**src/rtl/fifo_pkg.sv**
```systemverilog
// Shared definitions for the TDP18K FIFO-mode wrappers and their stream adapters.
package fifo_pkg;

  localparam int SKID_DEPTH = 2;

  typedef logic [1:0] level_t;

  typedef enum logic {
    MODE_18 = 1'b0,
    MODE_9  = 1'b1
  } width_mode_t;

endpackage

```
**src/rtl/fifo_rd_skid.sv**
```systemverilog
// Two-entry ordered output buffer (head + skid) with push, pop, clear and level.
module fifo_rd_skid
  import fifo_pkg::*;
#(
  parameter int DATA_WIDTH = 18
) (
  input  logic                  i_clk,
  input  logic                  i_rst,
  input  logic                  i_clear,
  input  logic                  i_push,
  input  logic                  i_pop,
  input  logic [DATA_WIDTH-1:0] i_data,
  output logic [DATA_WIDTH-1:0] o_head,
  output level_t                o_level,
  output logic                  o_drop
);

  logic [DATA_WIDTH-1:0] r_head;
  logic [DATA_WIDTH-1:0] r_skid;
  level_t                r_level;

  // NOTE: sequential state uses <= so every register samples pre-edge values;
  // the data registers are reset too because DATA_o must read 0 after reset.
  always_ff @(posedge i_clk) begin
    if (i_rst) begin
      r_head  <= '0;
      r_skid  <= '0;
      r_level <= 2'd0;
    end else if (i_clear) begin
      r_level <= 2'd0;
    end else begin
      case (r_level)
        2'd0: begin
          if (i_push) begin
            r_head  <= i_data;
            r_level <= 2'd1;
          end
        end
        2'd1: begin
          // Push with pop replaces the head directly; the skid stays empty.
          if (i_push && i_pop) begin
            r_head <= i_data;
          end else if (i_push) begin
            r_skid  <= i_data;
            r_level <= 2'd2;
          end else if (i_pop) begin
            r_level <= 2'd0;
          end
        end
        default: begin
          if (i_pop) begin
            r_head <= r_skid;
            if (i_push) begin
              r_skid <= i_data;
            end else begin
              r_level <= 2'd1;
            end
          end
        end
      endcase
    end
  end

  // A push into a full buffer with no pop is an over-read; the word is lost.
  assign o_drop  = i_push & ~i_pop & (r_level == 2'd2);
  assign o_head  = r_head;
  assign o_level = r_level;

endmodule

```
**src/rtl/fifo_rd_stream.sv**
```systemverilog
// Converts the TDP18K FIFO read port (pull, 1-cycle latency) into a VALID/READY
// stream without ever reading the FIFO past its last word.
module fifo_rd_stream
  import fifo_pkg::*;
#(
  parameter int DATA_WIDTH = 18,
  parameter int SKID_DEPTH = fifo_pkg::SKID_DEPTH
) (
  input  logic                  CLK_i,
  input  logic                  RST_i,
  input  logic                  FLUSH_i,
  input  logic                  EMPTY_i,
  input  logic                  EPO_i,
  input  logic                  UNDERRUN_i,
  output logic                  REN_o,
  input  logic [DATA_WIDTH-1:0] RDATA_i,
  output logic                  VALID_o,
  input  logic                  READY_i,
  output logic [DATA_WIDTH-1:0] DATA_o,
  output level_t                LEVEL_o,
  output logic                  ERR_o
);

  if (SKID_DEPTH != 2) begin : g_bad_depth
    $error("fifo_rd_stream: SKID_DEPTH must be 2");
  end

  logic   r_ren_q;
  logic   r_flush_q;
  logic   r_err;
  level_t w_level;
  logic   w_pop;
  logic   w_push;
  logic   w_drop;
  logic [2:0] w_occupancy;

  assign VALID_o = (w_level != 2'd0);
  assign w_pop   = VALID_o & READY_i;

  // Words held after this edge plus the one already in flight; READY_i feeds
  // this combinationally so a full buffer can still issue when it is draining.
  assign w_occupancy = {1'b0, w_level} + {2'b00, r_ren_q} - {2'b00, w_pop};

  // Flags lag one read: with EPO_i set and a read in flight the FIFO is empty.
  assign REN_o = ~RST_i & ~FLUSH_i & ~r_flush_q & ~EMPTY_i
               & ~(EPO_i & r_ren_q) & (w_occupancy < 3'(SKID_DEPTH));

  assign w_push = r_ren_q & ~FLUSH_i & ~r_flush_q;

  always_ff @(posedge CLK_i) begin
    if (RST_i) begin
      r_ren_q   <= 1'b0;
      r_flush_q <= 1'b0;
      r_err     <= 1'b0;
    end else begin
      r_ren_q   <= REN_o & ~FLUSH_i;
      r_flush_q <= FLUSH_i;
      r_err     <= r_err | UNDERRUN_i | w_drop;
    end
  end

  fifo_rd_skid #(
    .DATA_WIDTH (DATA_WIDTH)
  ) u_skid (
    .i_clk   (CLK_i),
    .i_rst   (RST_i),
    .i_clear (FLUSH_i),
    .i_push  (w_push),
    .i_pop   (w_pop),
    .i_data  (RDATA_i),
    .o_head  (DATA_o),
    .o_level (w_level),
    .o_drop  (w_drop)
  );

  assign LEVEL_o = w_level;
  assign ERR_o   = r_err;

endmodule

```
**config.mk**
```make
export PLATFORM = sky130hd
export DESIGN_NAME = fifo_rd_stream
export DESIGN_NICKNAME = d
export VERILOG_FILES = /design/src/rtl/fifo_pkg.sv /design/src/rtl/fifo_rd_skid.sv /design/src/rtl/fifo_rd_stream.sv
export SDC_FILE = /design/constraint.sdc
export NUM_CORES = 1
export LEC_CHECK = 0
export CORE_MARGIN = 2
export CORE_UTILIZATION = 51
export DETAILED_ROUTE_END_ITERATION = 8
export DONT_BUFFER_PORTS = 1
export PLACE_DENSITY = 0.69
export SKIP_LAST_GASP = 1
export SYNTH_ARGS = -nofsm -noshare
export SYNTH_HDL_FRONTEND = slang
export SYNTH_SLANG_ARGS = --single-unit
```
**constraint.sdc**
```tcl
create_clock -name CLK_i -period 2.75 [get_ports CLK_i]
set_clock_uncertainty 0.05 [all_clocks]
set_input_delay 0.6875 -clock CLK_i [delete_from_list [all_inputs] [get_ports CLK_i]]
set_output_delay 0.6875 -clock CLK_i [all_outputs]
set_load 0.005 [all_outputs]
```
* Word level (Yosys, flattened, before mapping) *
Cells that the tools add are included.

operators by class
  $lt $le $gt $ge = 1
  bitwise gates (word level) = 21
  mux-type cells = 15
  shift operators = 0
  equality and inequality tests = 7
  add/sub/neg operators = 2
  div/mod/pow operators = 0
  reduce and logical (&&, ||, !) cells = 9
  multipliers = 0

operators with widths
  cell                  count
  $mux W18              6
  $pmux W18 S2          2
  $and A1 B1 Y1         12
  $mux W2               6
  $reduce_and A4 Y1     2
  $not A1 Y1            7
  $reduce_and A5 Y1     1
  $ne A2 B1 Y1 const B  2
  $pmux W2 S2           1
  $reduce_bool A2 Y1    2
  $add A2 B1 Y3         1
  $lt A3 B2 Y1 const B  1
  $ne A3 B1 Y1 const B  1
  $ne A3 B3 Y1 const B  1
  $reduce_bool A3 Y1    1
  $sub A3 B1 Y3         1
  $eq A2 B1 Y1 const B  1
  $eq A2 B2 Y1 const B  1
  $logic_not A2 Y1      1
  $ne A2 B2 Y1 const B  1
  $or A1 B1 Y1          2
  $reduce_or A2 Y1      1
  $logic_and A1 B1 Y1   1

storage, ports and cells
  bits in writable memories = 0
  output and inout port bits = 23
  logic and storage cells = 61
  bits in registers = 41
  ROM bits = 0
  memories kept = 0
  bits of input ports = 25
  latch bits = 0

* Longest topological paths before layout *
Gate-level depths: netlist of the first run.

  word-level depth = 7
  depth in mapped cells = 8
  gate-level depth less buffers = 7

* Cells and area by module *
A second synthesis of the first run with hierarchy kept.

unflattened totals
  cell total of the unflattened synthesis = 162
  area total of the unflattened synthesis = 1796.7 um^2

by module, submodules not included
  module          cells each  area each (um^2)  times used  seq. area each (um^2)
  fifo_rd_skid    144         1619.1            1           760.7
  fifo_rd_stream  18          177.7             1           60.1

* Least setup slack after synthesis of the first run *
No wires, ideal clock.

  path type = input -> output
  from = input READY_i
  to = output REN_o
  slack = -0.116 ns
  stages on the path = 7
  arrival time = 2.129 ns
  data required time = 2.013 ns
  buffers on the path = 0
  cells stage by stage = nand2_1 > nor2_1 > o21ai_0 > fa_1 > xor2_1 > a2111oi_0 > and3_1

between the ends
  cells in the longest elaborated chain, start to end = 4

ends and longest elaborated chain
  what                RTL line              source
  start: declaration  fifo_rd_stream.sv:18  input logic READY_i,
  $and A1 B1 Y1       fifo_rd_stream.sv:38  assign w_pop = VALID_o & READY_i;
  $sub A3 B1 Y3       fifo_rd_stream.sv:42  assign w_occupancy = {1'b0, w_level} + {2'b00, r_ren_q} - {2'b00, w_pop};
  $lt A3 B2 Y1        fifo_rd_stream.sv:46  & ~(EPO_i & r_ren_q) & (w_occupancy < 3'(SKID_DEPTH));
  $and A1 B1 Y1       fifo_rd_stream.sv:46
  end: declaration    fifo_rd_stream.sv:15  output logic REN_o,

Every way passes these cells.

* Final worst setup path of the first run *
Same ends and word-level chain as after synthesis.

==> impl_results.md, run 1 <==
- Fmax: 0.367 GHz
- # DRC: 0
- Starting Density: 0.532
- CP Capture Type: output pin
- Gate Count Post-Synth: around 220
- H-tree depth: 2
- Critical Path Source Type: input pin
- Worst Reg-to-Reg Cells: 4
- MaxCap Viol Count: 0
- Total power: 1.22 mW
- CTS Buf Count: 5
- Largest net degree at the start of global routing: 77
- Slew Viols, Final: 0
- Crit path from: READY_i
- Inserted Diodes: 0
- Distinct cells, synth: 30
- Clock net sink count: 41
- Worst hold start: u_skid.r_skid[6]$_SDFFE_PP0P_
- Share of cells above drive strength 1: 0.207
- Gr ovfl total: 0
- Crit path DAT: about 2 ns
- Drt total wl: around 3900 um
- Peak VDD IR: approximately 0.00044 V
- CTS Buffer Depth: 2
- Post-Syn Area: around 2100 um^2
- PwrDens: approximately 520 nW/um^2
- Hold path endpoint: u_skid.r_skid[6]$_SDFFE_PP0P_
- Critical path class: in -> out
- Root Buffer: clkbuf_8
- IO Port Bufs: 0
- DRT Pass-1 Iters: 4
- WP data required: 2.01 ns
- Via density: approximately 5.4
- Leak: 0.859 nW
- Cell Area, Placed: 2150 um^2
- Syn Area/Cell: roughly 10 um^2
- Site row count: 23
- Number of global-route vias before repair: around 1,400
- R2r startpoint: u_skid.o_level[1]$_SDFFE_PP0P_
- Area growth from synthesis to layout: 9.23%
- Fin util: 0.581
- Fin nets: 238
- Global-route wire length before repair: roughly 6000 um
- Worst r2r dst: u_skid.o_head[1]$_SDFFE_PP0P_
- Via count: between 1,000 and 1,500
- CP max FO: 6
- Hold-fix buffers at CTS: 0
- Setup Viol. Count Final: 0
- Final min period: 2.73 ns
- HP Class: reg -> reg
- WL per Instance: 15.0 um
- Post-Syn Nets: between 200 and 250
- Initial drt markers: 86
- Ys Warns: 0
- Hold_ws: about 0.42 ns
- GPL Wtd Cong: approximately 0.65
- Worst skew pair latency: ~0.28 ns
- Final Hold Vio Count: 0
- WHS Path Cells: 2
- Tcrit/Tclk final: 0.991
- TritonCTS clock tree: built
- Reg2Reg Setup Slack: between 0.3 and 0.4 ns
- Die width: 68.8 um
- Setup Slack @ Placement: -0.0616 ns
- Finished Cell Area: around 2300 um^2
- HPWL after DPL: roughly 2600 um
- Die Y: between 60 and 70 um
- Setup_tns: 0 ns
- Slew @ Worst Pin: 1.07 ns
- Outcome: completed
- Antenna viol nets, final: 0
- Io pins: 48
- Register area share after synthesis: 0.383
- Synth Register Bits: between 40 and 50
- Total die area: about 4700 um^2
- CTS clk-pin slew, worst paths: around 0.080 ns
- Core ar.: between 4000 and 5000 um^2
- Fin cells: roughly 260
- RSZ-0062 raised after global routing: yes
- Total GRT Usage: 0.171
- Initial antenna violation count: 0
- Slew HR: 0.287
- Cell Count Post-Placement: approximately 250
- Fin worst setup slack: between 0.02 and 0.025 ns
-- repair_timing --
action,in CTS,in global routing
hold endpoints to repair,0,0
endpoints found under the setup margin,1,1
pin swaps,1,5
setup buffers,0,1
gates resized for setup,3,10
-- routing by layer --
metal / track usage / share of wire / up-vias
li1: - / - / 701
met1: 0.195 / 0.43 / 680
met2: 0.292 / 0.49 / 35
met3: 0.0714 / 0.078 / 5
met4: 0.0515 / 0.0081 / 0
met5: 0 / 0 / -
-- worst max-delay path, cell delays in order --
cell and delay (ns):
nand2_2 0.06, nor2_4 0.12, o21ai_2 0.07, fa_2 0.38, xor2_2 0.16, a2111oi_4 0.29, and3_1 0.22
-- cells in the final DEF, fill, tap and decap left out, types with 5 or more instances in the layout --
| master | count |
|---|---|
| dfxtp_1 | 39 |
| nand2b_1 | 37 |
| mux2i_1 | 36 |
| nor2_1 | 21 |
| nor2b_1 | 21 |
| mux2_4 | 10 |
| mux2_2 | 8 |
| clkbuf_8 | 5 |
| buf_4 | 5 |
-- how the worst max path moves through the flow --
stage | endpoint | slack [ns] | depth (start not counted)
CTS | REN_o | 0.03 | 7
detailed placement | REN_o | -0.06 | 7
global placement | REN_o | 0.02 | 7
finish | REN_o | 0.02 | 7
global route | REN_o | -0.08 | 6
floorplan | REN_o | 0.03 | 7
-- area by class of cell --
class,instances,area [um^2]
Sequential cell,41,826
Timing Repair Buffer,5,37.5
Fill cell,360,1690
Clock inverter,3,65.1
Multi-Input combinational cell,157,1270
Inverter,2,7.51
Clock buffer,5,68.8
Tap cell,50,62.6
-- kinds of logic (layout without fill, tap and decap cells) --
logic type               after synthesis  in the layout  synth area share
AO/OA/AOI/OAI                          9              9            0.0292
XOR/XNOR                               2              2           0.00818
adder cells (fa/ha/maj)                1              1           0.00935
buffers and inverters                 17             15            0.0479
flip-flops                            41             41             0.383
multiplexers                          54             54             0.280
AND/OR/NAND/NOR                       91             91             0.242
-- cell usage after synthesis --
cell type,n,area (um^2)
or3b_2,2,17.5
buf_4,1,7.51
buf_2,1,5.00
buf_6,3,33.8
inv_1,2,7.51
nor4b_1,1,8.76
nor2_1,22,82.6
a211oi_1,1,7.51
clkbuf_1,7,26.3
a21oi_1,1,5.00
nand2_1,3,11.3
a21boi_0,1,7.51
mux2_4,10,150
mux2_2,8,90.1
buf_1,2,7.51
a221o_1,1,10.0
or2_4,1,8.76
o21ai_0,3,15.0
dfxtp_1,41,821
xnor2_1,1,8.76
nor3b_1,1,7.51
and3_1,2,12.5
a2111oi_0,1,8.76
nor2b_1,22,138
mux2i_1,36,360
nand2b_1,37,231
fa_1,1,20.0
buf_8,1,15.0
a221oi_1,1,8.76
xor2_1,1,8.76
-- flip-flops by register name (all words and copies together) (netlist names) --
name and count:
u_skid.r_skid 18, r_ren_q 1, r_flush_q 1, u_skid.o_head 18, ERR_o 1, u_skid.o_level 2
-- power breakdown --
| group | internal (mW) | switching, mW |
|---|---|---|
| sequential | 0.599 | 0.00599 |
| clock | 0.361 | 0.207 |
| combinational | 0.0326 | 0.0183 |
No activity file was read; power rests on OpenSTA's default activity.
==> run 2: changes to the inputs <==
--- a/config.mk
+++ b/config.mk
@@ -6,10 +6,10 @@
 export NUM_CORES = 1
 export LEC_CHECK = 0
 export CORE_MARGIN = 2
-export CORE_UTILIZATION = 51
+export CORE_UTILIZATION = 56
 export DETAILED_ROUTE_END_ITERATION = 8
 export DONT_BUFFER_PORTS = 1
-export PLACE_DENSITY = 0.69
+export PLACE_DENSITY = 0.74
 export SKIP_LAST_GASP = 1
 export SYNTH_ARGS = -nofsm -noshare
 export SYNTH_HDL_FRONTEND = slang
==> impl_results.md, run 2 (synthesis gave the netlist of run 1 again) <==
- Outcome: finished, violations left (was completed)
- Failing checks: negative setup slack
- WP data required: 2.01 ns (about the same)
- Share of cells above drive strength 1: 0.197 (was 0.207)
- Commonest non-fill, non-tap cell in the layout: dfxtp_1 (unchanged)
- Worst Reg-to-Reg Cells: 4 (unchanged)
- Leak: 0.852 nW (was 0.859 nW)
- Final Hold Vio Count: 0 (unchanged)
- Fmax: 0.363 GHz (was 0.367 GHz)
- Total die area: 4340 um^2 (was 4730 um^2)
- Via density: 5.50 (was 5.40)
- Cell Count Post-Placement: 251 (was 254)
- Global-route wire length before repair: 6310 um (was 5960 um)
- MaxCap Viol Count: 0 (unchanged)
- Hold_ws: 0.425 ns (about the same)
- Fin nets: 238 (unchanged)
- Antenna viol nets, final: 0 (unchanged)
- Sequential Area: 828 um^2 (was 826 um^2)
- Slew HR: 0.313 (was 0.287)
- Area growth from synthesis to layout: 8.29% (was 9.23%)
- Fin cells: 261 (was 263)
- Slew @ Worst Pin: 1.03 ns (was 1.07 ns)
- GPL Wtd Cong: 0.893 (was 0.651)
- Hold-fix buffers at CTS: 0 (unchanged)
- Total power: 1.16 mW (was 1.22 mW)
- Initial drt markers: 87 (was 86)
- TritonCTS clock tree: built (unchanged)
- Root Buffer: clkbuf_8 (unchanged)
- CTS clk-pin slew, worst paths: 0.08 ns (about the same)
- Routed wl met3: 265 um (was 305 um)
- Commonest cells after routing, fill and taps aside: dfxtp_1 (39), nand2b_1 (37), mux2i_1 (36) (unchanged)
- Fin worst setup slack: -0.00541 ns (was 0.0246 ns)
- CP max FO: 6 (unchanged)
- Reg2Reg Setup Slack: 0.34 ns (was 0.35 ns)
- PwrDens: 498 nW/um^2 (was 523 nW/um^2)
- Largest net degree at the start of global routing: 77 (unchanged)
- Wl on met1: 1670 um (was 1690 um)
- Setup_tns: -0.00541 ns (was 0 ns)
- CP Capture Type: output pin (unchanged)
- H-tree depth: 2 (unchanged)
- Initial antenna violation count: 0 (unchanged)
- Starting Density: 0.585 (was 0.532)
- Setup Viol. Count Final: 1 (was 0)
- Slew Viols, Final: 0 (unchanged)
- DRT Pass-1 Iters: 4 (unchanged)
- Number of global-route vias before repair: 1,448 (was 1,364)
- Die Y: 65.8 um (was 68.8 um)
- Tcrit/Tclk final: 1.00 (was 0.991)
- Die width: 65.8 um (was 68.8 um)
- RSZ-0062 raised after global routing: yes (unchanged)
- CTS Buf Count: 5 (unchanged)
- Clock net sink count: 41 (unchanged)
- Site row count: 22 (was 23)
- Critical Path Source Type: input pin (unchanged)
- Cell Area, Placed: 2140 um^2 (was 2150 um^2)
- Core ar.: 3660 um^2 (was 4030 um^2)
- Via count: 1,435 (was 1,421)
- R2r startpoint: u_skid.o_level[1]$_SDFFE_PP0P_ (unchanged)
- # DRC: 0 (unchanged)
- Inserted Diodes: 0 (unchanged)
- Final min period: 2.76 ns (was 2.73 ns)
- Peak VDD IR: 0.000399 V (was 0.000445 V)
- Drt total wl: 3940 um (was 3930 um)
- WL per Instance: 15.1 um (was 15.0 um)
- IO Port Bufs: 0 (unchanged)
- Highest metal used: met4 (unchanged)
- Multi-input logic area: 1270 um^2 (about the same)
- WHS Path Cells: 1 (was 2)
- Critical path class: in -> out (unchanged)
- HPWL after DPL: 2590 um (was 2600 um)
- Crit path DAT: 2.02 ns (was 1.99 ns)
- Total GRT Usage: 0.189 (was 0.171)
- HP Class: in -> reg (was reg -> reg)
- Gr ovfl total: 0 (unchanged)
- Met2 wire length: 1970 um (was 1910 um)
- Worst skew pair latency: 0.29 ns (was 0.28 ns)
- Hold path endpoint: r_flush_q$_SDFF_PP0_ (was u_skid.r_skid[6]$_SDFFE_PP0P_)
- CTS Buffer Depth: 2 (unchanged)
- Io pins: 48 (unchanged)
- Finished Cell Area: 2320 um^2 (was 2340 um^2)
- Worst r2r dst: u_skid.o_head[14]$_SDFFE_PP0P_ (was u_skid.o_head[1]$_SDFFE_PP0P_)
- Number of fill cells: 285 (was 360)
- Fin util: 0.634 (was 0.581)
- Setup Slack @ Placement: -0.101 ns (was -0.0616 ns)
- Worst hold start: RST_i (was u_skid.r_skid[6]$_SDFFE_PP0P_)
## run 2: cell types whose count changed in the layout (fill, tap and decap cells not counted), sizes merged
cell	delta
bufinv	-1
clkbuf	+2
clkinv	-1
## run 2: area by class of cell
cell class / count / area share
Timing Repair Buffer: 5 / 0.0178
Sequential cell: 41 / 0.357
Clock inverter: 1 / 0.0129
Inverter: 2 / 0.00324
Multi-Input combinational cell: 157 / 0.546
Tap cell: 48 / 0.0259
Clock buffer: 7 / 0.0372
## run 2: power breakdown
part           internal, mW  switching [mW]
Combinational        0.0319          0.0189
Clock                 0.296           0.205
Sequential            0.598         0.00583
## run 2: worst max-delay path by stage
stage,start,end,slack [ns],depth (start not counted)
after CTS,READY_i,REN_o,0.002,7
after global placement,READY_i,REN_o,-0.02,7
after global routing,u_skid.o_level[0]$_SDFFE_PP0P_,REN_o,-0.09,6
final,READY_i,REN_o,-0.005,7
after floorplan,READY_i,REN_o,0.03,7
after detailed placement,READY_i,REN_o,-0.10,7
## run 2: timing repair
| action | in CTS | in global routing |
|---|---|---|
| endpoints found under the setup margin | 1 | 1 |
| resized for setup | 3 | 12 |
| setup buffers | 1 | 1 |
| pin swaps | 2 | 4 |
## run 2: critical path: stages
cell,delay (ns)
nand2_8,0.05
nor2_4,0.04
buf_6,0.11
fa_2,0.37
xor2_1,0.16
a2111oi_2,0.36
and3_1,0.23
## run 2: layer usage
| layer | up-vias | GRT usage |
|---|---|---|
| met1 | 682 | 0.209 |
| met5 | - | 0 |
| met4 | 0 | 0.0573 |
| li1 | 705 | - |
| met2 | 42 | 0.343 |
| met3 | 6 | 0.0596 |
